[config.mk]
export PLATFORM = sky130hd
export DESIGN_NAME = cotm32_clint
export DESIGN_NICKNAME = d
export VERILOG_FILES = /design/src/rtl/cotm32_priv_pkg.sv /design/src/rtl/cotm32_clint_prescaler.sv /design/src/rtl/cotm32_clint.sv
export SDC_FILE = /design/constraint.sdc
export NUM_CORES = 1
export LEC_CHECK = 0
export ABC_AREA = 1
export ABC_CLOCK_PERIOD_IN_PS = 7400
export BUFFER_PORTS_ARGS = -buffer_cell sky130_fd_sc_hd__buf_2
export CORE_ASPECT_RATIO = 0.75
export CORE_MARGIN = 2
export CORE_UTILIZATION = 67
export DETAILED_ROUTE_END_ITERATION = 8
export PLACE_DENSITY = 0.88
export SYNTH_ARGS = -nofsm -noshare
export SYNTH_HDL_FRONTEND = slang
export SYNTH_HIERARCHICAL = 1
export SYNTH_SLANG_ARGS = --single-unit
[constraint.sdc]
create_clock -name clk -period 7.4 [get_ports clk]
set_input_delay 0.37 -clock clk [delete_from_list [all_inputs] [get_ports clk]]
set_output_delay 0.37 -clock clk [all_outputs]
set_load 0.02 [all_outputs]
[src/rtl/cotm32_priv_pkg.sv]
// Privileged-architecture shared types: CLINT register map, mip view, trap causes.
// Imported by the CLINT and the CSR/trap logic.
package cotm32_priv_pkg;

    typedef enum logic [15:0] {
        CLINT_MSIP        = 16'h0000,
        CLINT_MTIMECMP_LO = 16'h4000,
        CLINT_MTIMECMP_HI = 16'h4004,
        CLINT_MTIME_LO    = 16'hBFF8,
        CLINT_MTIME_HI    = 16'hBFFC
    } clint_offset_t;

    typedef struct packed {
        logic [19:0] rsvd_31_12;
        logic        meip;
        logic        rsvd_10;
        logic        seip;
        logic        rsvd_8;
        logic        mtip;
        logic        rsvd_6;
        logic        stip;
        logic        rsvd_4;
        logic        msip;
        logic        rsvd_2;
        logic        ssip;
        logic        rsvd_0;
    } zicsr_val_mip_t;

    typedef enum logic [31:0] {
        TRAP_CAUSE_M_SOFTWARE_INTERRUPT = 32'h8000_0003,
        TRAP_CAUSE_M_TIMER_INTERRUPT    = 32'h8000_0007
    } trap_cause_t;

    localparam logic [63:0] CLINT_MTIMECMP_RST = 64'hFFFF_FFFF_FFFF_FFFF;

    function automatic logic [31:0] be_merge(
        input logic [31:0] old_v,
        input logic [31:0] new_v,
        input logic [3:0]  be
    );
        logic [31:0] res;
        for (int i = 0; i < 4; i++) begin
            res[i*8 +: 8] = be[i] ? new_v[i*8 +: 8] : old_v[i*8 +: 8];
        end
        return res;
    endfunction

endpackage

[src/rtl/cotm32_clint_prescaler.sv]
// mtime tick generator: one-cycle tick every PRESCALE_DIV clocks.
// PRESCALE_DIV=1 yields a tick on every cycle.
module cotm32_clint_prescaler #(
    parameter int unsigned PRESCALE_DIV = 1
) (
    input  logic clk,
    input  logic rst_n,
    output logic tick
);

    localparam int unsigned CW =
        (PRESCALE_DIV > 1) ? $clog2(PRESCALE_DIV) : 1;
    localparam logic [CW-1:0] TERM = CW'(PRESCALE_DIV - 1);

    logic [CW-1:0] cnt;

    assign tick = (cnt == TERM);

    always_ff @(posedge clk or negedge rst_n) begin
        if (!rst_n) begin
            cnt <= '0;
        end else if (tick) begin
            cnt <= '0;
        end else begin
            cnt <= cnt + CW'(1);
        end
    end

endmodule

[src/rtl/cotm32_clint.sv]
// CLINT: mtime/mtimecmp/msip on the data bus, driving mip.mtip and mip.msip.
// Single-cycle registered bus response, no stalls.
module cotm32_clint
    import cotm32_priv_pkg::*;
#(
    parameter int unsigned PRESCALE_DIV = 1,
    parameter int unsigned ADDR_WIDTH   = 16
) (
    input  logic                  clk,
    input  logic                  rst_n,
    input  logic                  bus_req,
    input  logic                  bus_we,
    input  logic [ADDR_WIDTH-1:0] bus_addr,
    input  logic [3:0]            bus_be,
    input  logic [31:0]           bus_wdata,
    output logic                  bus_rvalid,
    output logic [31:0]           bus_rdata,
    output logic                  bus_err,
    output logic                  mtip,
    output logic                  msip
);

    logic        tick;
    logic [15:0] off;
    logic        addr_unused;

    logic [63:0] mtime_q;
    logic [63:0] mtimecmp_q;
    logic        msip_q;
    logic        mtip_q;
    logic        rvalid_q;
    logic [31:0] rdata_q;
    logic        err_q;

    logic        sel_msip;
    logic        sel_cmp_lo;
    logic        sel_cmp_hi;
    logic        sel_mt_lo;
    logic        sel_mt_hi;
    logic        mapped;
    logic        wr;
    logic [31:0] rd_val;

    logic [63:0] mtime_nxt;
    logic [63:0] mtimecmp_nxt;
    logic        msip_nxt;

    cotm32_clint_prescaler #(
        .PRESCALE_DIV(PRESCALE_DIV)
    ) u_prescaler (
        .clk  (clk),
        .rst_n(rst_n),
        .tick (tick)
    );

    assign off         = 16'({bus_addr[ADDR_WIDTH-1:2], 2'b00});
    assign addr_unused = ^bus_addr[1:0];
    assign wr          = bus_req & bus_we;

    always_comb begin
        sel_msip   = 1'b0;
        sel_cmp_lo = 1'b0;
        sel_cmp_hi = 1'b0;
        sel_mt_lo  = 1'b0;
        sel_mt_hi  = 1'b0;
        mapped     = 1'b1;
        rd_val     = '0;
        case (off)
            CLINT_MSIP: begin
                sel_msip = 1'b1;
                rd_val   = {31'b0, msip_q};
            end
            CLINT_MTIMECMP_LO: begin
                sel_cmp_lo = 1'b1;
                rd_val     = mtimecmp_q[31:0];
            end
            CLINT_MTIMECMP_HI: begin
                sel_cmp_hi = 1'b1;
                rd_val     = mtimecmp_q[63:32];
            end
            CLINT_MTIME_LO: begin
                sel_mt_lo = 1'b1;
                rd_val    = mtime_q[31:0];
            end
            CLINT_MTIME_HI: begin
                sel_mt_hi = 1'b1;
                rd_val    = mtime_q[63:32];
            end
            default: mapped = 1'b0;
        endcase
    end

    // A write to either mtime half replaces that cycle's increment
    always_comb begin
        mtime_nxt = mtime_q + 64'(tick);
        if (wr && sel_mt_lo) begin
            mtime_nxt = {mtime_q[63:32],
                be_merge(mtime_q[31:0], bus_wdata, bus_be)};
        end else if (wr && sel_mt_hi) begin
            mtime_nxt = {be_merge(mtime_q[63:32], bus_wdata, bus_be),
                mtime_q[31:0]};
        end
    end

    always_comb begin
        mtimecmp_nxt = mtimecmp_q;
        if (wr && sel_cmp_lo) begin
            mtimecmp_nxt[31:0] =
                be_merge(mtimecmp_q[31:0], bus_wdata, bus_be);
        end
        if (wr && sel_cmp_hi) begin
            mtimecmp_nxt[63:32] =
                be_merge(mtimecmp_q[63:32], bus_wdata, bus_be);
        end
    end

    always_comb begin
        msip_nxt = msip_q;
        if (wr && sel_msip && bus_be[0]) begin
            msip_nxt = bus_wdata[0];
        end
    end

    always_ff @(posedge clk or negedge rst_n) begin
        if (!rst_n) begin
            mtime_q    <= '0;
            mtimecmp_q <= CLINT_MTIMECMP_RST;
            msip_q     <= 1'b0;
            mtip_q     <= 1'b0;
        end else begin
            mtime_q    <= mtime_nxt;
            mtimecmp_q <= mtimecmp_nxt;
            msip_q     <= msip_nxt;
            mtip_q     <= (mtime_nxt >= mtimecmp_nxt);
        end
    end

    always_ff @(posedge clk or negedge rst_n) begin
        if (!rst_n) begin
            rvalid_q <= 1'b0;
            rdata_q  <= '0;
            err_q    <= 1'b0;
        end else begin
            rvalid_q <= bus_req;
            rdata_q  <= (bus_req && !bus_we && mapped) ? rd_val : '0;
            err_q    <= bus_req && !mapped;
        end
    end

    assign bus_rvalid = rvalid_q;
    assign bus_rdata  = rdata_q;
    assign bus_err    = err_q;
    assign mtip       = mtip_q;
    assign msip       = msip_q;

endmodule

---- Yosys cells after proc, flatten, opt, wreduce, memory -nomap -nowiden ----
Index checks and enable logic that the tools add are counted.
operators by class
  add/subtract/negate cells ............... 2
  order comparisons ....................... 1
  equal/unequal tests ..................... 4
  mux-type cells .......................... 29
  bitwise gates (word level) .............. 2
  reduce and logical (&&, ||, !) cells .... 13
operators by type and width
  operator                                               number
  case mux 32 bit (5 select lines)                       1
  two-way mux 64 bit                                     2
  two-way mux 8 bit                                      16
  two-way mux 32 bit                                     3
  adder 64 x 1 -> 64 bit                                 1
  greater-or-equal comparator 64 bit                     1
  equality test 14 x 13 -> 1 bit, second input constant  2
  equality test 14 bit, second input constant            2
  logical NOT 16 bit                                     1
  logical AND 1 bit                                      9
  two-way mux 1 bit                                      7
  OR reduction 5 bit                                     1
  logical NOT 1 bit                                      2
  adder 1 bit, second input constant                     1
  bitwise AND 1 bit                                      1
  NOT 1 bit                                              1
storage, ports and cells
  bits in registers ....................... 165
  bits of input ports ..................... 56

---- Logic depth before layout (Yosys ltp) ----
  word-level depth ........................ 6
  mapped depth ............................ 24
  depth with buffers taken out ............ 23

---- By module ----
Netlist, hierarchy kept.
modules (own cells, without submodules)
  module                  times used  cells an instance  area each (um^2)
  cotm32_clint            1           1,857              12,208.0
  cotm32_clint_prescaler  1           2                  11.3

---- Worst setup path before layout ----
OpenSTA, ideal clock, no wires.
  kind .................................... register -> register
  start ................................... register mtime_q[0]
  end ..................................... register mtip_q, in the netlist mtip
  library setup time ...................... 0.065 ns
  data arrival time ....................... 2.745 ns
  required time ........................... 7.335 ns
  setup slack ............................. 4.590 ns
  stages on the path, launching flop included .. 21
  buffers on the path ..................... 0
  clock period less this slack ............ 2.810 ns
  cell sequence ........................... dfrtp_1 ha_1 ha_1 inv_1 nor2_4 nand2_1 nor2_2 nand2_1 nor2_2 nand3_1 nand2_1 nand2_1 nand2_1 nand2_1 ha_1 nand2_1 nor3_1 nand2_1 nor3_1 nand2_1 nand2_1
on the way
  longest elaborated chain between the ends .. 4
ends and longest elaborated chain
  item                                RTL line             source
  from (decl)                         cotm32_clint.sv:27   logic [63:0] mtime_q;
  from (signal assigned)              cotm32_clint.sv:131  mtime_q <= mtime_nxt;
  adder 64 x 1 -> 64 bit              cotm32_clint.sv:95   mtime_nxt = mtime_q + 64'(tick);
  two-way mux 64 bit                  cotm32_clint.sv:99   end else if (wr && sel_mt_hi) begin
  two-way mux 64 bit                  cotm32_clint.sv:96   if (wr && sel_mt_lo) begin
  net mtime_nxt[56]                   cotm32_clint.sv:44   logic [63:0] mtime_nxt;
  greater-or-equal comparator 64 bit  cotm32_clint.sv:134  mtip_q <= (mtime_nxt >= mtimecmp_nxt);
  to (signal assigned)                cotm32_clint.sv:134
  to (decl)                           cotm32_clint.sv:30   logic mtip_q;
The timed path passes the listed nets, and every way through them passes these cells.
A chain may end at the register's enable or synchronous reset.

---- Worst setup path in the final report ----
  start ................................... input port bus_addr[3]
  end ..................................... register mtip_q, in the netlist mtip
on the way
  longest elaborated chain between the ends .. 6
ends and longest elaborated chain
  item                                  RTL line             source
  from (decl)                           cotm32_clint.sv:13   input logic [ADDR_WIDTH-1:0] bus_addr,
  equality test 14 bit                  cotm32_clint.sv:68   case (off)
  two-way mux 1 bit                     cotm32_clint.sv:68
  logical AND 1 bit                     cotm32_clint.sv:99
  two-way mux 64 bit                    cotm32_clint.sv:99
  two-way mux 64 bit                    cotm32_clint.sv:96
  greater-or-equal comparator 64 bit *  cotm32_clint.sv:134
Mark *: on every way between the ends. The rest lies on a longest branch, timed or not.

==> results.toml <==
[clock_network]
postCtsSetupBuffers = 0
clk_pin_slew_ns = 0.08
htreeDepth = 4
clk_latency_ns = 0.45
hold_buffers = 0
cts_tree = "yes"
post_cts_resized = 0
cts_inserted_buffers = 17
cts-root-buf = "clkbuf_16"
clk_path_buf_depth = 2
cts.sinks = 164

[synth]
synth_edf_count = 0
synth-seq-cells = 164
synth_top_area_share_pct = 20.5
avgSynthCellArea_um2 = 6.57
netlist_area_mm2 = 0.0122
ys_types = 45
yosys.area.top_type = "dfrtp_1"
yosysSeqAreaShare_pct = 34.2
synth_ff_type = "dfrtp_1"
yosys_warnings = 6
netlist_top_cells_area = "dfrtp_1 (20%), nand2_1 (16%), dfstp_2 (14%), nor2_1 (10%), inv_1 (7.3%)"
syn_inst = 1859
syn_nets = 1981
ys_async_sr_fraction_pct = 100

[sta]
finalHoldViolations = 4
fin_crit_ns = 4.99
drv_slew = 0
setup_viol = 0
slew_headroom_pct = 21.0
rsz0062_at_grt = "no"
clock_skew_ns = 0.0116
setup_ws_ns = 2.41
tns_ns = 0
max_freq_mhz = 200
tightest_slew_ns = 1.18
hold_ws_ns = -0.0281
timing.final.crit_share_pct = 67.4

[floorplanning]
coreArea_mm2 = 0.0178
fp.dieW_um = 160
rows = 42
io_pins = 92
start_util_pct = 68.8
dieArea_mm2 = 0.0193
die_h_um = 121

[pwr]
switchingPower_mw = 0.879
p_seq_share_pct = 41.5
p_clk_share_pct = 36.5
intPower_mw = 1.55
p_sw_share_pct = 36.2
ir_drop_mv = 0.160
combPwrFrac_pct = 22.1
total_power_mw = 2.43
power_density_mw_per_mm2 = 182
p_leak_nw = 7.03

[place]
dp_hpwl_um = 33400
place_congestion = 1.08
io_buffers = 89
pre_cts_slack_ns = 2.48
dpl-instance-area_mm2 = 0.0128
placedCellCount = 2147

[global_routing]
grt_pass1_vias = 12800
grt.met1_usage_pct = 63.9
grt_use_met2_pct = 69.6
grt_max_degree = 92
grt_overflow = 0
grt_pass1_wl_um = 70300
antenna_found_initial = 0
grt-busiest-layer = "met2"
use_met3_pct = 15.6
gr-usage-all-layers_pct = 48.1

[detailed_routing]
routed_wl_um = 46200
postRouteAntennaNets = 0
routed_via_density = 6.31
vias = 13800
drt-initial-drc-count = 2255
drc = 0
first_pass_iters = 8
wire_per_inst_um = 21.2

[finish]
syn_to_final_growth_pct = 9.06
finalInstanceArea_mm2 = 0.0133
fin_util_pct = 75.0
fillers = 1373
final_common_cell = "nand2_1"
mostFrequentLayoutCells = "nand2_1 (527), nor2_1 (337), inv_1 (237)"
layoutNonFillerInstCount = 2179
diodes = 0
drive_gt1_share_pct = 13.1
nets = 2046

[min_path]
hold_class = "in -> async"

[outcome]
status = "finished, violations left"
violations = "negative hold slack"

[critical_path]
critPathKind = "in -> reg"
crit_fanout = 20
required_ns = 7.78
cp-end-kind = "flip-flop"
startpoint_type = "input port"
critPathArrivalTime_ns = 5.37

[job]
max-cap-violations = 0
flip-flops by register name, indices dropped and copies added (netlist names):
register    cells
mtime_q        64
mtip            1
bus_rvalid      1
msip            1
bus_rdata      32
mtimecmp_q     64
bus_err         1
area by class of cell:
class	instances	area, µm²	share of cell area, %
Timing Repair Buffer	99	527	3.95
Inverter	248	935	7.01
Multi-Input combinational cell	1394	6820	51.2
Sequential cell	164	4180	31.4
Tap cell	242	303	2.27
Clock buffer	18	439	3.30
Clock inverter	14	118	0.883
final timing paths:
path,startpoint,end,slack [ns],cells past startpoint
min in group clk,bus_req,bus_rvalid$_DFF_PN0_,0.05,1
max in group asynchronous,rst_n,mtime_q[52]$_DFF_PN0_,5.96,2
max reg2reg,mtime_q[0]$_DFF_PN0_,mtip$_DFF_PN0_,2.78,20
max,bus_addr[3],mtip$_DFF_PN0_,2.41,18
min,rst_n,mtime_q[3]$_DFF_PN0_,-0.03,1
min reg2reg,mtimecmp_q[12]$_DFF_PN1_,mtimecmp_q[12]$_DFF_PN1_,0.50,2
power groups by stage:
stage,sequential (mW),combinational (mW),clock (mW)
after floorplan,0.993,0.344,0
after global placement,1.01,0.487,0
after detailed placement,1.02,0.507,0
after CTS,1.00,0.512,0.870
after global routing,1.01,0.585,0.904
final,1.01,0.536,0.886
synth_stat cells, types with 4 or more instances:
library cell,n
nor2_4,4
inv_1,237
nand2_2,4
nand4_1,20
dfrtp_1,100
nand2_1,527
dfstp_2,64
xor2_1,18
clkbuf_1,16
o211ai_1,20
buf_6,6
a22oi_1,11
o21ai_1,24
o21ai_0,84
o22ai_2,10
o22ai_1,4
nor2_1,337
nand3_1,91
inv_2,9
a21oi_1,111
buf_2,26
o21ai_2,10
nor2_2,7
ha_1,66
or2_2,4
nor3_1,20
per-layer routing:
metal | vias up | share of wire, % | routed length, µm
met5 | - | 0 | 0
met3 | 256 | 17 | 7740
met1 | 6254 | 37 | 16900
met4 | 0 | 6.0 | 2780
met2 | 1209 | 41 | 18800
li1 | 6031 | - | -
cell families (layout without fill, tap and decap cells):
logic type	Yosys count	after routing	synth area share, %
multiplexers	2	2	0.174
flip-flops	164	164	34.2
other	1	1	0.0307
buffers and inverters	301	379	9.97
AO/OA/AOI/OAI	280	280	13.2
adder cells (fa/ha/maj)	66	66	6.76
AND/OR/NAND/NOR	1027	1027	34.3
XOR/XNOR	18	18	1.29
worst max-delay path, stage by stage:
cell and delay (ns):
buf_2 0.13, inv_1 0.09, nand3_1 0.12, nor3_4 0.89, nand2_2 0.78, nor2_4 0.64, inv_1 0.27, buf_4 0.29
o21ai_0 0.26, ha_1 0.19, nand2_1 0.07, inv_1 0.08, nand3_1 0.13, nor3_1 0.50, nand2_1 0.19, nor3_1 0.18
nand2_1 0.08, nand2_1 0.09
Note: power is estimated with default switching activity, not from simulation.
